**src/rtl/moving_sum_len_ctrl.sv**
```systemverilog
// Run-time window-length controller for the moving-sum datapath.
// Applies new lengths at packet boundaries once the sum output has drained.
module moving_sum_len_ctrl #(
    parameter int          MAX_LEN_LOG2 = 10,
    parameter int          WIDTH        = 16,
    parameter logic [7:0]  SR_LEN       = 8'd0,
    parameter int          DEFAULT_LEN  = 16
) (
    input  logic             clk,
    input  logic             reset,
    input  logic             clear,
    input  logic             set_stb,
    input  logic [7:0]       set_addr,
    input  logic [31:0]      set_data,
    input  logic [WIDTH-1:0] s_tdata,
    input  logic             s_tlast,
    input  logic             s_tvalid,
    output logic             s_tready,
    output logic [WIDTH-1:0] m_tdata,
    output logic             m_tlast,
    output logic             m_tvalid,
    input  logic             m_tready,
    input  logic             ms_o_tvalid,
    output logic [15:0]      ms_len,
    output logic             ms_clear,
    output logic             busy,
    output logic             len_err,
    output logic             window_full
);

    localparam int          CW      = MAX_LEN_LOG2 + 1;
    localparam logic [15:0] MAX_LEN = 16'(1 << MAX_LEN_LOG2);
    localparam logic [15:0] DEF_LEN = 16'(DEFAULT_LEN);

    typedef enum logic [1:0] {
        ST_RUN,
        ST_DRAIN,
        ST_CLEAR
    } state_t;

    state_t        state_q, state_d;
    logic          pending_q, pending_d;
    logic [15:0]   pend_len_q, pend_len_d;
    logic [15:0]   ms_len_q, ms_len_d;
    logic          len_err_q, len_err_d;
    logic          in_pkt_q, in_pkt_d;
    logic [CW-1:0] count_q, count_d;

    logic          wr;
    logic [15:0]   req;
    logic          gate;
    logic          acc;
    logic          unused_set_hi;

    assign wr            = set_stb & (set_addr == SR_LEN);
    assign req           = set_data[15:0];
    assign unused_set_hi = ^set_data[31:16];

    // Close the gate only between packets so a packet is never split.
    assign gate     = (state_q == ST_RUN) & ~(pending_q & ~in_pkt_q);
    assign s_tready = m_tready & gate & ~reset;
    assign m_tvalid = s_tvalid & gate & ~reset;
    assign m_tdata  = s_tdata;
    assign m_tlast  = s_tlast;
    assign acc      = s_tvalid & s_tready;

    always_comb begin
        state_d    = state_q;
        pending_d  = pending_q;
        pend_len_d = pend_len_q;
        ms_len_d   = ms_len_q;
        len_err_d  = len_err_q;
        in_pkt_d   = in_pkt_q;
        count_d    = count_q;

        if (wr) begin
            pending_d = 1'b1;
            if (req == 16'd0) begin
                pend_len_d = 16'd1;
                len_err_d  = 1'b1;
            end else if (req > MAX_LEN) begin
                pend_len_d = MAX_LEN;
                len_err_d  = 1'b1;
            end else begin
                pend_len_d = req;
                len_err_d  = 1'b0;
            end
        end

        if (acc) begin
            in_pkt_d = ~s_tlast;
            if (16'(count_q) < ms_len_q) begin
                count_d = count_q + CW'(1);
            end
        end

        unique case (state_q)
            ST_RUN: begin
                if (pending_q & ~in_pkt_q) begin
                    state_d = ST_DRAIN;
                end
            end
            ST_DRAIN: begin
                if (!ms_o_tvalid) begin
                    state_d   = ST_CLEAR;
                    ms_len_d  = pend_len_q;
                    pending_d = wr;
                end
            end
            ST_CLEAR: begin
                state_d = ST_RUN;
                count_d = '0;
            end
            default: state_d = ST_RUN;
        endcase

        // Soft clear overrides any write or transition in the same cycle.
        if (clear) begin
            state_d    = ST_RUN;
            pending_d  = 1'b0;
            in_pkt_d   = 1'b0;
            count_d    = '0;
            pend_len_d = pend_len_q;
            len_err_d  = len_err_q;
            ms_len_d   = ms_len_q;
        end
    end

    always_ff @(posedge clk or posedge reset) begin
        if (reset) begin
            state_q    <= ST_RUN;
            pending_q  <= 1'b0;
            pend_len_q <= DEF_LEN;
            ms_len_q   <= DEF_LEN;
            len_err_q  <= 1'b0;
            in_pkt_q   <= 1'b0;
            count_q    <= '0;
        end else begin
            state_q    <= state_d;
            pending_q  <= pending_d;
            pend_len_q <= pend_len_d;
            ms_len_q   <= ms_len_d;
            len_err_q  <= len_err_d;
            in_pkt_q   <= in_pkt_d;
            count_q    <= count_d;
        end
    end

    assign ms_len      = ms_len_q;
    assign ms_clear    = (state_q == ST_CLEAR) | clear;
    assign busy        = pending_q | (state_q != ST_RUN);
    assign len_err     = len_err_q;
    assign window_full = (16'(count_q) == ms_len_q);

endmodule

```
**config.mk**
```make
export PLATFORM = sky130hd
export DESIGN_NAME = moving_sum_len_ctrl
export DESIGN_NICKNAME = d
export VERILOG_FILES = /design/src/rtl/moving_sum_len_ctrl.sv
export SDC_FILE = /design/constraint.sdc
export NUM_CORES = 1
export LEC_CHECK = 0
export BUFFER_PORTS_ARGS = -buffer_cell sky130_fd_sc_hd__buf_2
export CORE_UTILIZATION = 50
export DETAILED_ROUTE_END_ITERATION = 12
export PLACE_DENSITY = 0.84
export SLEW_MARGIN = 10
export SYNTH_ARGS = -nofsm -noshare
export SYNTH_HDL_FRONTEND = slang
export SYNTH_SLANG_ARGS = --single-unit
```
**constraint.sdc**
```tcl
create_clock -name clk -period 4.7 [get_ports clk]
set_input_delay 0.94 -clock clk [delete_from_list [all_inputs] [get_ports clk]]
set_output_delay 0.94 -clock clk [all_outputs]
set_load 0.01 [all_outputs]
```
# Yosys cells after proc, flatten, opt, wreduce, memory -nomap -nowiden
# Cells that the tools add are included.
[word_totals] ff_bits=48 inputBits=64 out_inout_bits=39 word_cells=60
[classes] add_sub_neg=1 magnitude_cmp=2 eq_ne=5 n_mux=18 n_bitwise=16 n_reduce_logical=11
[op_table] op="11-bit two-way mux" count=4
[op_table] op="16-bit two-way mux" count=2
[op_table] op="11-bit by 16-bit == test with 1-bit output" count=1
[op_table] op="16-bit by 11-bit > comparator with 1-bit output (second input constant)" count=1
[op_table] op="16-bit zero test" count=1
[op_table] op="11-bit by 16-bit less-than comparator with 1-bit output" count=1
[op_table] op="11-bit by 1-bit adder with 11-bit output (second input constant)" count=1
[op_table] op="1-bit AND" count=8
[op_table] op="8-bit zero test" count=1
[op_table] op="1-bit two-way mux" count=8
[op_table] op="2-bit two-way mux" count=3
[op_table] op="1-bit inverter" count=6
[op_table] op="2-bit AND reduction" count=3
[op_table] op="3-bit nonzero test" count=2
[op_table] op="2-bit one-hot mux with 2 select lines" count=1
[op_table] op="2-bit nonzero test" count=2
[op_table] op="3-bit by 2-bit != test with 1-bit output (second input constant)" count=1
[op_table] op="3-bit != test (second input constant)" count=1
[op_table] op="3-bit AND reduction" count=1
[op_table] op="2-bit by 1-bit == test with 1-bit output (second input constant)" count=1
[op_table] op="2-bit == test (second input constant)" count=1
[op_table] op="2-bit zero test" count=1
[op_table] op="1-bit bitwise OR" count=2

# Depth between registers and ports, before layout
[depth] word_depth=10 depth_mapped=9 mapped_depth_nobuf=8

# Least setup slack after synthesis
# Ideal clock, no wire load.
[synth_path] path_kind="input to register" startpoint="input port set_data[4]" endpoint="register pend_len_q[1]" setup_ps=69 arrival_ps=2666 setup_slack_ps=1965 stages=5 cell_sequence="or4_1 nor4_1 xnor2_1 nor4b_2 a22o_1"
[synth_between] elab_chain_cells=3 elab_cells_between_ends=4 classes_between="order compare (1); mux (2); reduce/logical (1)"
[synth_rtl] item="from (decl)" line_no="14" text="input logic [31:0] set_data,"
[synth_rtl] item="16-bit by 11-bit > comparator with 1-bit output" line_no="81" text="end else if (req > MAX_LEN) begin"
[synth_rtl] item="16-bit two-way mux" line_no="81"
[synth_rtl] item="16-bit two-way mux (*)" line_no="78" text="if (req == 16'd0) begin"
[synth_rtl] item="to (signal assigned)" line_no="141" text="pend_len_q <= pend_len_d;"
[synth_rtl] item="to (decl)" line_no="43" text="logic [15:0] pend_len_q, pend_len_d;"
# Every way passes the cells marked *; elsewhere a longest branch is shown, timed or not.
# A chain may end at the register's enable or synchronous reset.

# Worst setup path in the final report
[layout_path] startpoint="register ms_len_q[13], in the netlist ms_len[13]" endpoint="output port window_full"
[layout_between] elab_chain_cells=1
[layout_rtl] item="from (decl)" line_no="44" text="logic [15:0] ms_len_q, ms_len_d;"
[layout_rtl] item="from (signal assigned)" line_no="142" text="ms_len_q <= ms_len_d;"
[layout_rtl] item="11-bit by 16-bit == test with 1-bit output" line_no="153" text="assign window_full = (16'(count_q) == ms_len_q);"
[layout_rtl] item="to (decl)" line_no="28" text="output logic window_full"
# No other way between the ends.

==> impl_metrics.py <==
metrics = {
    "drt": {
        "drc": 0,
        "antenna_left": 0,
        "viasPerCell": 5.42,
        "wl_per_cell_um": 13.8,
        "drt_iter0_markers": 89,
        "routed-via-count": 1870,
        "drt_pass1_iterations": 4,
        "route.final.wire_length_um": 4770,
    },
    "timing": {
        "rsz0062_at_grt": "false",
        "relSlewSlack": 0.444,
        "fin_worst_skew_ps": 4.50,
        "slew_violations": 0,
        "finalCritPeriodShare": 0.646,
        "timing.fmax_mhz": 329,
        "tns_ps": 0,
        "setup_viol": 0,
        "post-route-min-period_ps": 3040,
        "setup_slack_ps": 1660,
        "worst_pin_slew_ps": 832,
        "hold_violations": 0,
    },
    "status": {
        "status": "completed",
    },
    "synthesis": {
        "syn_area_per_cell_um2": 10.4,
        "synth-adder-area-share": 0.0614,
        "synth_nets": 312,
        "synth-simple-area-share": 0.182,
        "synth.distinct_cells": 41,
        "synthXorXnorAreaFrac": 0.0108,
        "synth_compound_area_frac": 0.130,
        "synth_cells": 236,
        "synth_mux_area_frac": 0.0317,
        "synth_top_family_by_area": "simple AND/OR/NAND/NOR gates",
        "syn_area_um2": 2440,
        "ys_seq_elements": 48,
        "yosysWarnings": 0,
        "ys_seq_area_frac": 0.493,
    },
    "die": {
        "row_count": 25,
        "die_y_um": 71.9,
        "die_w_um": 71.9,
        "initial_core_util": 0.517,
        "io_pins": 103,
        "dieArea_um2": 5170,
        "core-area_um2": 4720,
    },
    "clocking": {
        "cts_resized": 0,
        "path_clk_slew_ps": 90,
        "hold_buffers": 0,
        "cts_buffer_depth": 2,
        "root_buffer": "clkbuf_8",
        "clk-insertion-delay-late_ps": 300,
        "clock-sinks": 48,
        "cts_tree": "done",
        "h-tree-depth": 2,
        "cts_buffers": 5,
        "cts_setup_buffers": 0,
    },
    "global_routing": {
        "antenna_found_initial": 0,
        "grt_usage": 0.204,
        "grt_max_degree": 49,
        "grt_pass1_wl_um": 8070,
        "grt_overflow": 0,
        "grt_pass1_vias": 1792,
    },
    "cells_and_area": {
        "drive_gt1_frac": 0.317,
        "final_common_cell": "buf_2",
        "area_growth_pct": 13.9,
        "design_area_um2": 2780,
        "layout_common_cells": "54 x buf_2, 46 x dfrtp_1, 19 x o21ai_0",
        "nets": 353,
        "fillCellCount": 384,
        "antennaDiodeCount": 0,
    },
    "worst_hold_path": {
        "min-delay-path-class": "reg2reg",
        "hp-start": "pend_len_q[11]",
    },
    "worst_setup_path": {
        "cp_slowest_stage_delay_ps": 540,
        "crit_start": "ms_len[13]",
        "critPathLaunchType": "flop",
        "setup.worst_path.end_class": "primary output",
        "critPathArrivalTime_ps": 2100,
        "cp_max_fo": 3,
        "path_class": "reg2out",
        "worstPathRequired_ps": 3760,
        "r2r_slack_ps": 2150,
        "cp_slowest_cell": "or4_4",
        "path_cells": "or4_4, or2_4, nor4_1, buf_2",
        "rr_startpoint": "count_q[1]",
    },
    "flow_run": {
        "drv_cap": 0,
    },
    "power": {
        "ir_drop_mv": 0.184,
        "p_leak_nw": 1.36,
        "power_w": 0.000780,
        "power-per-cell-area_nw_per_um2": 280,
    },
    "placed_design": {
        "place_ws_ps": 1560,
        "place_area_um2": 2660,
        "gp_congestion": 0.859,
        "place_hpwl_um": 3530,
        "port_buffers": 54,
    },
}
report_power, final:
part / leakage, nW / total [W] / internal [W] / switching [W]
Clock: 0.0548 / 0.000302 / 0.000160 / 0.000142
Combinational: 0.683 / 0.0000551 / 0.0000223 / 0.0000328
Sequential: 0.624 / 0.000423 / 0.000419 / 0.00000404
final timing paths:
path	cells past startpoint	endpoint
max in group asynchronous	3	count_q[4]
worst min-delay path	1	pend_len_q[11]
worst max register to register	7	count_q[5]
worst max-delay path	4	window_full
worst min register to register	1	pend_len_q[11]
min in group asynchronous	3	count_q[10]
cell families after synthesis:
kind of cell / after synthesis
buffers and inverters: 39
flip-flops: 48
AO/OA/AOI/OAI: 51
multiplexers: 7
XOR/XNOR: 3
adder cells (fa/ha/maj): 12
AND/OR/NAND/NOR: 76
cells in the mapped netlist (all sizes together):
library cell,count,share of area
a2111o,1,0.0046
a211o,1,0.0041
a21o,2,0.0067
a21oi,15,0.031
a22o,9,0.032
and2,5,0.013
and3,1,0.0026
and4,1,0.0036
buf,19,0.061
clkbuf,4,0.0061
dfrtp,46,0.47
dfstp,2,0.022
ha,12,0.061
inv,16,0.025
mux2,6,0.028
mux2i,1,0.0041
nand2,16,0.025
nand2b,2,0.0051
nand3,10,0.023
nand4,5,0.013
nand4b,1,0.0036
nor2,10,0.015
nor2b,2,0.0051
nor3,3,0.0061
nor4,5,0.015
nor4b,1,0.0061
o211ai,1,0.0031
o21ai,19,0.039
o31ai,3,0.0092
or2,1,0.0036
or3,6,0.018
or4,7,0.025
xnor2,2,0.0072
xor2,1,0.0036
flip-flops by register name, summed over array words and instances (netlist names):
name and flops:
pending_q 1, pend_len_q 16, ms_len 16, count_q 11
state_q 2, in_pkt_q 1, len_err 1
per-stage QoR:
step / util / cells / hold WS, ps
after detailed placement: 0.562 / 336 / 471
after CTS: 0.587 / 344 / 487
after floorplan: - / 236 / 444
after global placement: 0.562 / 336 / 460
after global routing: 0.589 / 345 / 529
final: 0.589 / 345 / 483
area by class of cell:
| type | instances | area (µm²) | share of cell area |
|---|---|---|---|
| clock inverters | 3 | 46.3 | 0.0166 |
| clock buffers | 5 | 68.8 | 0.0247 |
| well taps | 67 | 83.8 | 0.0301 |
| repair buffers | 57 | 297 | 0.107 |
| inverters | 16 | 60.1 | 0.0216 |
| multi-input cells | 149 | 1020 | 0.368 |
| flip-flops and latches | 48 | 1200 | 0.433 |
worst max-delay path, delay by kind of cell, from the launching register on:
family,cells,cell delay [ps]
buf+inv,1,210
simple gates,3,1190
flops,1,400
routing by layer:
layer / GRT usage / up-vias / wire length (µm)
li1: - / 908 / -
met3: 0.0417 / 12 / 184
met1: 0.264 / 887 / 2150
met2: 0.343 / 63 / 2350
met5: 0 / - / 0
met4: 0.0741 / 0 / 93
No activity file was read; power rests on OpenSTA's default activity.
